File: src/rtl/mic1_mem_pkg.sv
// Shared types for the MIC-1 main-memory arbiter: requester ids, FSM states
// and the big-endian fetch byte-lane helper.
package mic1_mem_pkg;

    typedef enum logic [1:0] {
        PORT_HOST,
        PORT_DATA,
        PORT_FETCH
    } port_id_t;

    typedef enum logic {
        IDLE,
        ACCESS
    } arb_state_t;

    localparam int WORD_BYTES = 4;

    // Byte 0 of a word lives in bits [31:24] (big-endian lane order).
    function automatic logic [7:0] fetch_byte(input logic [31:0] word,
                                              input logic [1:0]  sel);
        logic [7:0] b;
        case (sel)
            2'd0:    b = word[31:24];
            2'd1:    b = word[23:16];
            2'd2:    b = word[15:8];
            default: b = word[7:0];
        endcase
        return b;
    endfunction

endpackage

File: src/rtl/mic1_rr_pick2.sv
// Two-way round-robin chooser between the CPU data and fetch ports.
// Only meaningful when at least one request is present.
module mic1_rr_pick2
    import mic1_mem_pkg::*;
(
    input  logic     data_req,
    input  logic     fetch_req,
    input  port_id_t rr_last,
    output port_id_t grant
);

    always_comb begin
        grant = PORT_FETCH;
        if (data_req && !(fetch_req && rr_last == PORT_DATA)) begin
            grant = PORT_DATA;
        end
    end

endmodule

File: src/rtl/mic1_mem_arbiter.sv
// Single-port main-memory arbiter for the MIC-1 SoC: host has absolute
// priority, CPU data and fetch ports share the rest by round-robin.
//
//   state  | meaning
//   IDLE   | sample requests, launch the winner's access (mem_en next cycle)
//   ACCESS | access on the bus this cycle; next cycle acks and returns data
module mic1_mem_arbiter
    import mic1_mem_pkg::*;
#(
    parameter int ADDR_W = 16,
    parameter int DATA_W = 32
) (
    input  logic              clk,
    input  logic              rst_n,

    input  logic              host_req,
    input  logic              host_we,
    input  logic [ADDR_W-1:0] host_addr,
    input  logic [DATA_W-1:0] host_wdata,
    output logic              host_ack,
    output logic [DATA_W-1:0] host_rdata,

    input  logic              data_req,
    input  logic              data_we,
    input  logic [ADDR_W-1:0] data_addr,
    input  logic [DATA_W-1:0] data_wdata,
    output logic              data_ack,
    output logic [DATA_W-1:0] data_rdata,

    input  logic              fetch_req,
    input  logic [ADDR_W+1:0] fetch_addr,
    output logic              fetch_ack,
    output logic [7:0]        fetch_rdata,

    output logic              mem_en,
    output logic              mem_we,
    output logic [ADDR_W-1:0] mem_addr,
    output logic [DATA_W-1:0] mem_wdata,
    input  logic [DATA_W-1:0] mem_rdata,

    output logic              busy
);

    arb_state_t state_q, state_d;
    port_id_t   gnt_q, gnt_d;
    port_id_t   rr_last_q, rr_last_d;
    port_id_t   rr_grant;
    logic [1:0] sel_q, sel_d;

    logic              mem_en_d, mem_we_d, busy_d;
    logic [ADDR_W-1:0] mem_addr_d;
    logic [DATA_W-1:0] mem_wdata_d;
    logic              host_ack_d, data_ack_d, fetch_ack_d;
    logic [DATA_W-1:0] host_rdata_d, data_rdata_d;
    logic [7:0]        fetch_rdata_d;

    mic1_rr_pick2 u_rr (
        .data_req  (data_req),
        .fetch_req (fetch_req),
        .rr_last   (rr_last_q),
        .grant     (rr_grant)
    );

    always_ff @(posedge clk or negedge rst_n) begin
        if (!rst_n) begin
            state_q <= IDLE;
        end else begin
            state_q <= state_d;
        end
    end

    always_comb begin
        state_d       = state_q;
        gnt_d         = gnt_q;
        sel_d         = sel_q;
        rr_last_d     = rr_last_q;
        mem_en_d      = 1'b0;
        mem_we_d      = 1'b0;
        mem_addr_d    = mem_addr;
        mem_wdata_d   = mem_wdata;
        busy_d        = busy;
        host_ack_d    = 1'b0;
        data_ack_d    = 1'b0;
        fetch_ack_d   = 1'b0;
        host_rdata_d  = host_rdata;
        data_rdata_d  = data_rdata;
        fetch_rdata_d = fetch_rdata;

        case (state_q)
            IDLE: begin
                if (host_req) begin
                    gnt_d       = PORT_HOST;
                    mem_en_d    = 1'b1;
                    mem_we_d    = host_we;
                    mem_addr_d  = host_addr;
                    mem_wdata_d = host_wdata;
                    busy_d      = 1'b1;
                    state_d     = ACCESS;
                end else if (data_req || fetch_req) begin
                    gnt_d    = rr_grant;
                    mem_en_d = 1'b1;
                    busy_d   = 1'b1;
                    state_d  = ACCESS;
                    if (rr_grant == PORT_DATA) begin
                        mem_we_d    = data_we;
                        mem_addr_d  = data_addr;
                        mem_wdata_d = data_wdata;
                    end else begin
                        mem_addr_d  = fetch_addr[ADDR_W+1:2];
                        mem_wdata_d = '0;
                        sel_d       = fetch_addr[1:0];
                    end
                end
            end
            ACCESS: begin
                busy_d  = 1'b0;
                state_d = IDLE;
                case (gnt_q)
                    PORT_HOST: begin
                        host_ack_d = 1'b1;
                        if (!mem_we) host_rdata_d = mem_rdata;
                    end
                    PORT_DATA: begin
                        data_ack_d = 1'b1;
                        rr_last_d  = PORT_DATA;
                        if (!mem_we) data_rdata_d = mem_rdata;
                    end
                    default: begin
                        fetch_ack_d   = 1'b1;
                        rr_last_d     = PORT_FETCH;
                        fetch_rdata_d = fetch_byte(mem_rdata, sel_q);
                    end
                endcase
            end
            default: state_d = IDLE;
        endcase
    end

    always_ff @(posedge clk or negedge rst_n) begin
        if (!rst_n) begin
            gnt_q       <= PORT_HOST;
            sel_q       <= 2'd0;
            rr_last_q   <= PORT_FETCH;
            mem_en      <= 1'b0;
            mem_we      <= 1'b0;
            mem_addr    <= '0;
            mem_wdata   <= '0;
            busy        <= 1'b0;
            host_ack    <= 1'b0;
            data_ack    <= 1'b0;
            fetch_ack   <= 1'b0;
            host_rdata  <= '0;
            data_rdata  <= '0;
            fetch_rdata <= '0;
        end else begin
            gnt_q       <= gnt_d;
            sel_q       <= sel_d;
            rr_last_q   <= rr_last_d;
            mem_en      <= mem_en_d;
            mem_we      <= mem_we_d;
            mem_addr    <= mem_addr_d;
            mem_wdata   <= mem_wdata_d;
            busy        <= busy_d;
            host_ack    <= host_ack_d;
            data_ack    <= data_ack_d;
            fetch_ack   <= fetch_ack_d;
            host_rdata  <= host_rdata_d;
            data_rdata  <= data_rdata_d;
            fetch_rdata <= fetch_rdata_d;
        end
    end

endmodule

File: config.mk
export PLATFORM = sky130hd
export DESIGN_NAME = mic1_mem_arbiter
export DESIGN_NICKNAME = d
export VERILOG_FILES = /design/src/rtl/mic1_mem_pkg.sv /design/src/rtl/mic1_rr_pick2.sv /design/src/rtl/mic1_mem_arbiter.sv
export SDC_FILE = /design/constraint.sdc
export NUM_CORES = 1
export LEC_CHECK = 0
export BUFFER_PORTS_ARGS = -buffer_cell sky130_fd_sc_hd__buf_2
export CAP_MARGIN = 20
export CORE_MARGIN = 2
export CORE_UTILIZATION = 40
export DETAILED_ROUTE_END_ITERATION = 8
export GPL_TIMING_DRIVEN = 0
export PLACE_DENSITY = 0.71
export REMOVE_ABC_BUFFERS = 1
export SETUP_SLACK_MARGIN = 0.05
export SYNTH_ARGS = -nofsm -noshare
export SYNTH_HDL_FRONTEND = slang
export SYNTH_SLANG_ARGS = --single-unit
File: constraint.sdc
create_clock -name clk -period 2.86 [get_ports clk]
set_clock_uncertainty 0.05 [all_clocks]
set_input_delay 0 -clock clk [delete_from_list [all_inputs] [get_ports clk]]
set_output_delay 0 -clock clk [all_outputs]
set_load 0.02 [all_outputs]
==> impl_metrics.py <==
metrics = {
    "power": {
        "peakVddDrop_mv": 0.464,
        "leakagePower_nw": 4.59,
        "powerDensity_mw_per_mm2": 911,
        "finalPower_mw": 8.66,
    },
    "worst_setup_path": {
        "rr_worst_depth": 4,
        "worstPathRequired_ps": 3110,
        "critPathSlowestCell": "nor3_4",
        "critPathArrivalTime_ps": 2810,
        "rr_endpoint": "host_rdata[23]",
        "cpPeakStageDelay_ps": 770,
        "end_kind": "flop",
        "r2r-start": "mem_en",
        "worstSetupPathType": "reg -> reg",
        "cp-start-kind": "flop",
        "worstPathCellList": "nand2b_1 -> nor3_4 -> buf_16 -> mux2_2",
        "path_max_fanout": 27,
        "r2r_setup_slack_ps": 300,
    },
    "sta": {
        "final_max_slew_viol_count": 0,
        "fmax_mhz": 391,
        "layout_setup_ws_ps": 300,
        "rsz0062_at_grt": "no",
        "max_slew_margin_pct": 36.0,
        "finalHoldViolCount": 0,
        "finalWorstPathRequiredPeriod_ps": 2560,
        "fin_tns_setup_ps": 0,
        "hold_ws_ps": 76.2,
        "setup_viol": 0,
        "worst_slew_pin_slew_ps": 958,
        "post-route-period-util_pct": 89.5,
    },
    "detailed_routing": {
        "detail_route.vias_per_cell": 5.25,
        "ant_nets": 0,
        "drt-pass1-iter-count": 4,
        "wirelength_mm": 19.4,
        "num_vias": 5441,
        "drc": 0,
        "avgRoutedWirePerCell_um": 18.7,
        "drt_iter0_drc": 285,
    },
    "place": {
        "place_congestion": 0.789,
        "post-place-ws_ps": -119,
        "dpl.cell_count": 850,
        "placed_cell_area_sq_mm": 0.00733,
        "port-buffer-count": 278,
        "hpwl_mm": 11.3,
    },
    "hold_path": {
        "worstHoldPathCells": 3,
        "min_from": "data_req",
        "holdPathEnd": "mem_wdata[31]",
        "hold_class": "in -> reg",
    },
    "status": {
        "outcome": "finished clean",
    },
    "grt": {
        "grt_usage_pct": 25.1,
        "grt_max_degree": 76,
        "gr-total-overflow": 0,
        "grt_pass1_vias": 5924,
        "grt_pass1_wl_mm": 29.3,
        "antenna_found_initial": 1,
    },
    "synth": {
        "synth_edf_count": 0,
        "yosys.cell_types.count": 31,
        "yosysWarnings": 0,
        "synth_top_family_by_area": "multiplexers",
        "syn_avg_cell_area_sq_um": 13.7,
        "syn_inst": 422,
        "synth_simple_gate_area_share_pct": 8.98,
        "postSynth.asyncResetShare_pct": 100,
        "synth_commonest_cells": "dfrtp_1 (131), mux2_2 (70), a221o_1 (31), and2_1 (31)",
        "synth_seq_area_share_pct": 57.3,
        "synth_fa_ha_area_share_pct": 0,
        "ys_ff_latch": 132,
        "yosysMostFrequentCell": "dfrtp_1",
        "yosys.area.top_type": "dfrtp_1",
        "synth.top_cell.area_share_pct": 56.8,
        "synth-compound-area-share_pct": 13.1,
        "synthFlopType": "dfrtp_1",
        "synth_area_sq_mm": 0.00577,
        "synth-xor-area-share_pct": 0,
        "synthMuxAreaShare_pct": 17.6,
        "synth_area_leaders": "dfrtp_1 (57%), mux2_2 (14%), a221o_1 (5.4%)",
    },
    "clock_network": {
        "clk_pin_slew_ps": 60,
        "clockBufferDepth": 2,
        "post_cts_buffers": 0,
        "clock_latency_ps": 410,
        "cts_num_sinks": 132,
        "htreeDepth": 4,
        "cts_tree": "done",
        "cts_root_buf": "clkbuf_16",
        "numCtsBuffers": 17,
    },
    "die": {
        "floorplan.initialDensity_pct": 41.3,
        "fp.dieW_um": 124,
        "dieHeight_um": 124,
        "rows": 43,
        "dieArea_sq_mm": 0.0154,
        "core_sq_mm": 0.0140,
        "io_pins": 279,
    },
    "job": {
        "cap_viol_max_count": 0,
    },
    "layout": {
        "final_layout_size_suffix_gt1_share_pct": 47.0,
        "nNetsFinal": 996,
        "areaGrowthSynthToFinish_pct": 64.7,
        "seqCellArea_sq_mm": 0.00331,
        "utilization_pct": 68.0,
        "final_area_sq_mm": 0.00951,
        "fillers": 969,
        "multi_input_area_sq_mm": 0.00230,
        "fin_cells": 1037,
    },
}
-- what timing repair did --
item                                   4_1_cts  5_1_grt
endpoints found under the hold margin      193        0
resized for setup                            2        0
hold buffers                               151        0
setup endpoints to repair                   81        0
-- how the worst max path moves through the flow --
stage	start	endpoint	slack, ps
floorplan	mem_en	data_rdata[0]	-80
global placement	mem_en	data_rdata[15]	-1040
detailed placement	host_req	mem_addr[9]	-120
CTS	mem_en	mem_addr[9]	220
global route	mem_en	host_rdata[25]	160
finish	mem_en	host_rdata[23]	300
-- metal layers --
| layer | wire length (um) | global-route usage (%) | share of wire (%) | up-vias |
|---|---|---|---|---|
| met5 | 0 | 0 | 0 | - |
| met4 | 624 | 11.9 | 3.2 | 0 |
| met3 | 1240 | 5.86 | 6.4 | 58 |
| met2 | 10100 | 44.6 | 52 | 264 |
| met1 | 7470 | 28.3 | 39 | 2688 |
| li1 | - | - | - | 2431 |
-- critical path: cells and delay by family (launching register included) --
| kind | cells | cell delay (ps) |
|---|---|---|
| and+or+nand+nor | 2 | 1060 |
| DFF | 1 | 720 |
| muxes | 1 | 360 |
| buffers and inverters | 1 | 250 |
-- report_power, final --
group	total (mW)	switching, mW	internal (mW)
logic	3.35	1.85	1.50
registers	3.10	0.492	2.61
clock network	2.21	0.817	1.39
-- layout by cell type, fill, tap and decap left out, types with 2 or more instances in the layout --
cell / synthesis / layout
clkinvlp_4: 0 / 2
and2_1: 31 / 31
buf_16: 0 / 3
and3_1: 16 / 15
bufinv_16: 0 / 3
nand2b_1: 18 / 18
a221o_1: 31 / 31
inv_1: 4 / 4
buf_8: 0 / 4
mux2_2: 70 / 70
clkbuf_1: 14 / 2
a21o_1: 2 / 2
nor3_4: 1 / 3
o32a_1: 16 / 16
nand2_1: 4 / 4
clkinv_2: 0 / 4
a211o_1: 16 / 16
mux4_2: 8 / 8
mux2_1: 4 / 4
dfrtp_1: 131 / 130
clkbuf_16: 0 / 17
dlygate4sd3_1: 0 / 151
nor2_1: 4 / 4
a21oi_1: 18 / 18
buf_2: 17 / 277
inv_6: 0 / 3
-- logic make-up after synthesis --
logic type / Yosys count
and+or+nand+nor: 82
AOI/OAI and AO/OA: 87
muxes: 82
DFF: 132
buffers and inverters: 39
-- sequential cells by signal, indices dropped and copies added, names as in the netlist --
name / count
mem_addr: 16
data_ack: 1
gnt_q: 2
host_rdata: 32
fetch_rdata: 8
mem_en: 1
host_ack: 1
sel_q: 2
mem_wdata: 32
rr_last_q: 2
mem_we: 1
busy: 1
data_rdata: 32
fetch_ack: 1
-- cell type report --
| type | count | share of cell area (%) |
|---|---|---|
| Clock inverter | 12 | 1.59 |
| Timing Repair Buffer | 436 | 32.1 |
| Antenna cell | 1 | 0.0263 |
| Inverter | 5 | 0.197 |
| Tap cell | 180 | 2.37 |
| Sequential cell | 132 | 34.8 |
| Multi-Input combinational cell | 251 | 24.2 |
| Clock buffer | 20 | 4.70 |
(Power assumes the default switching activity.)
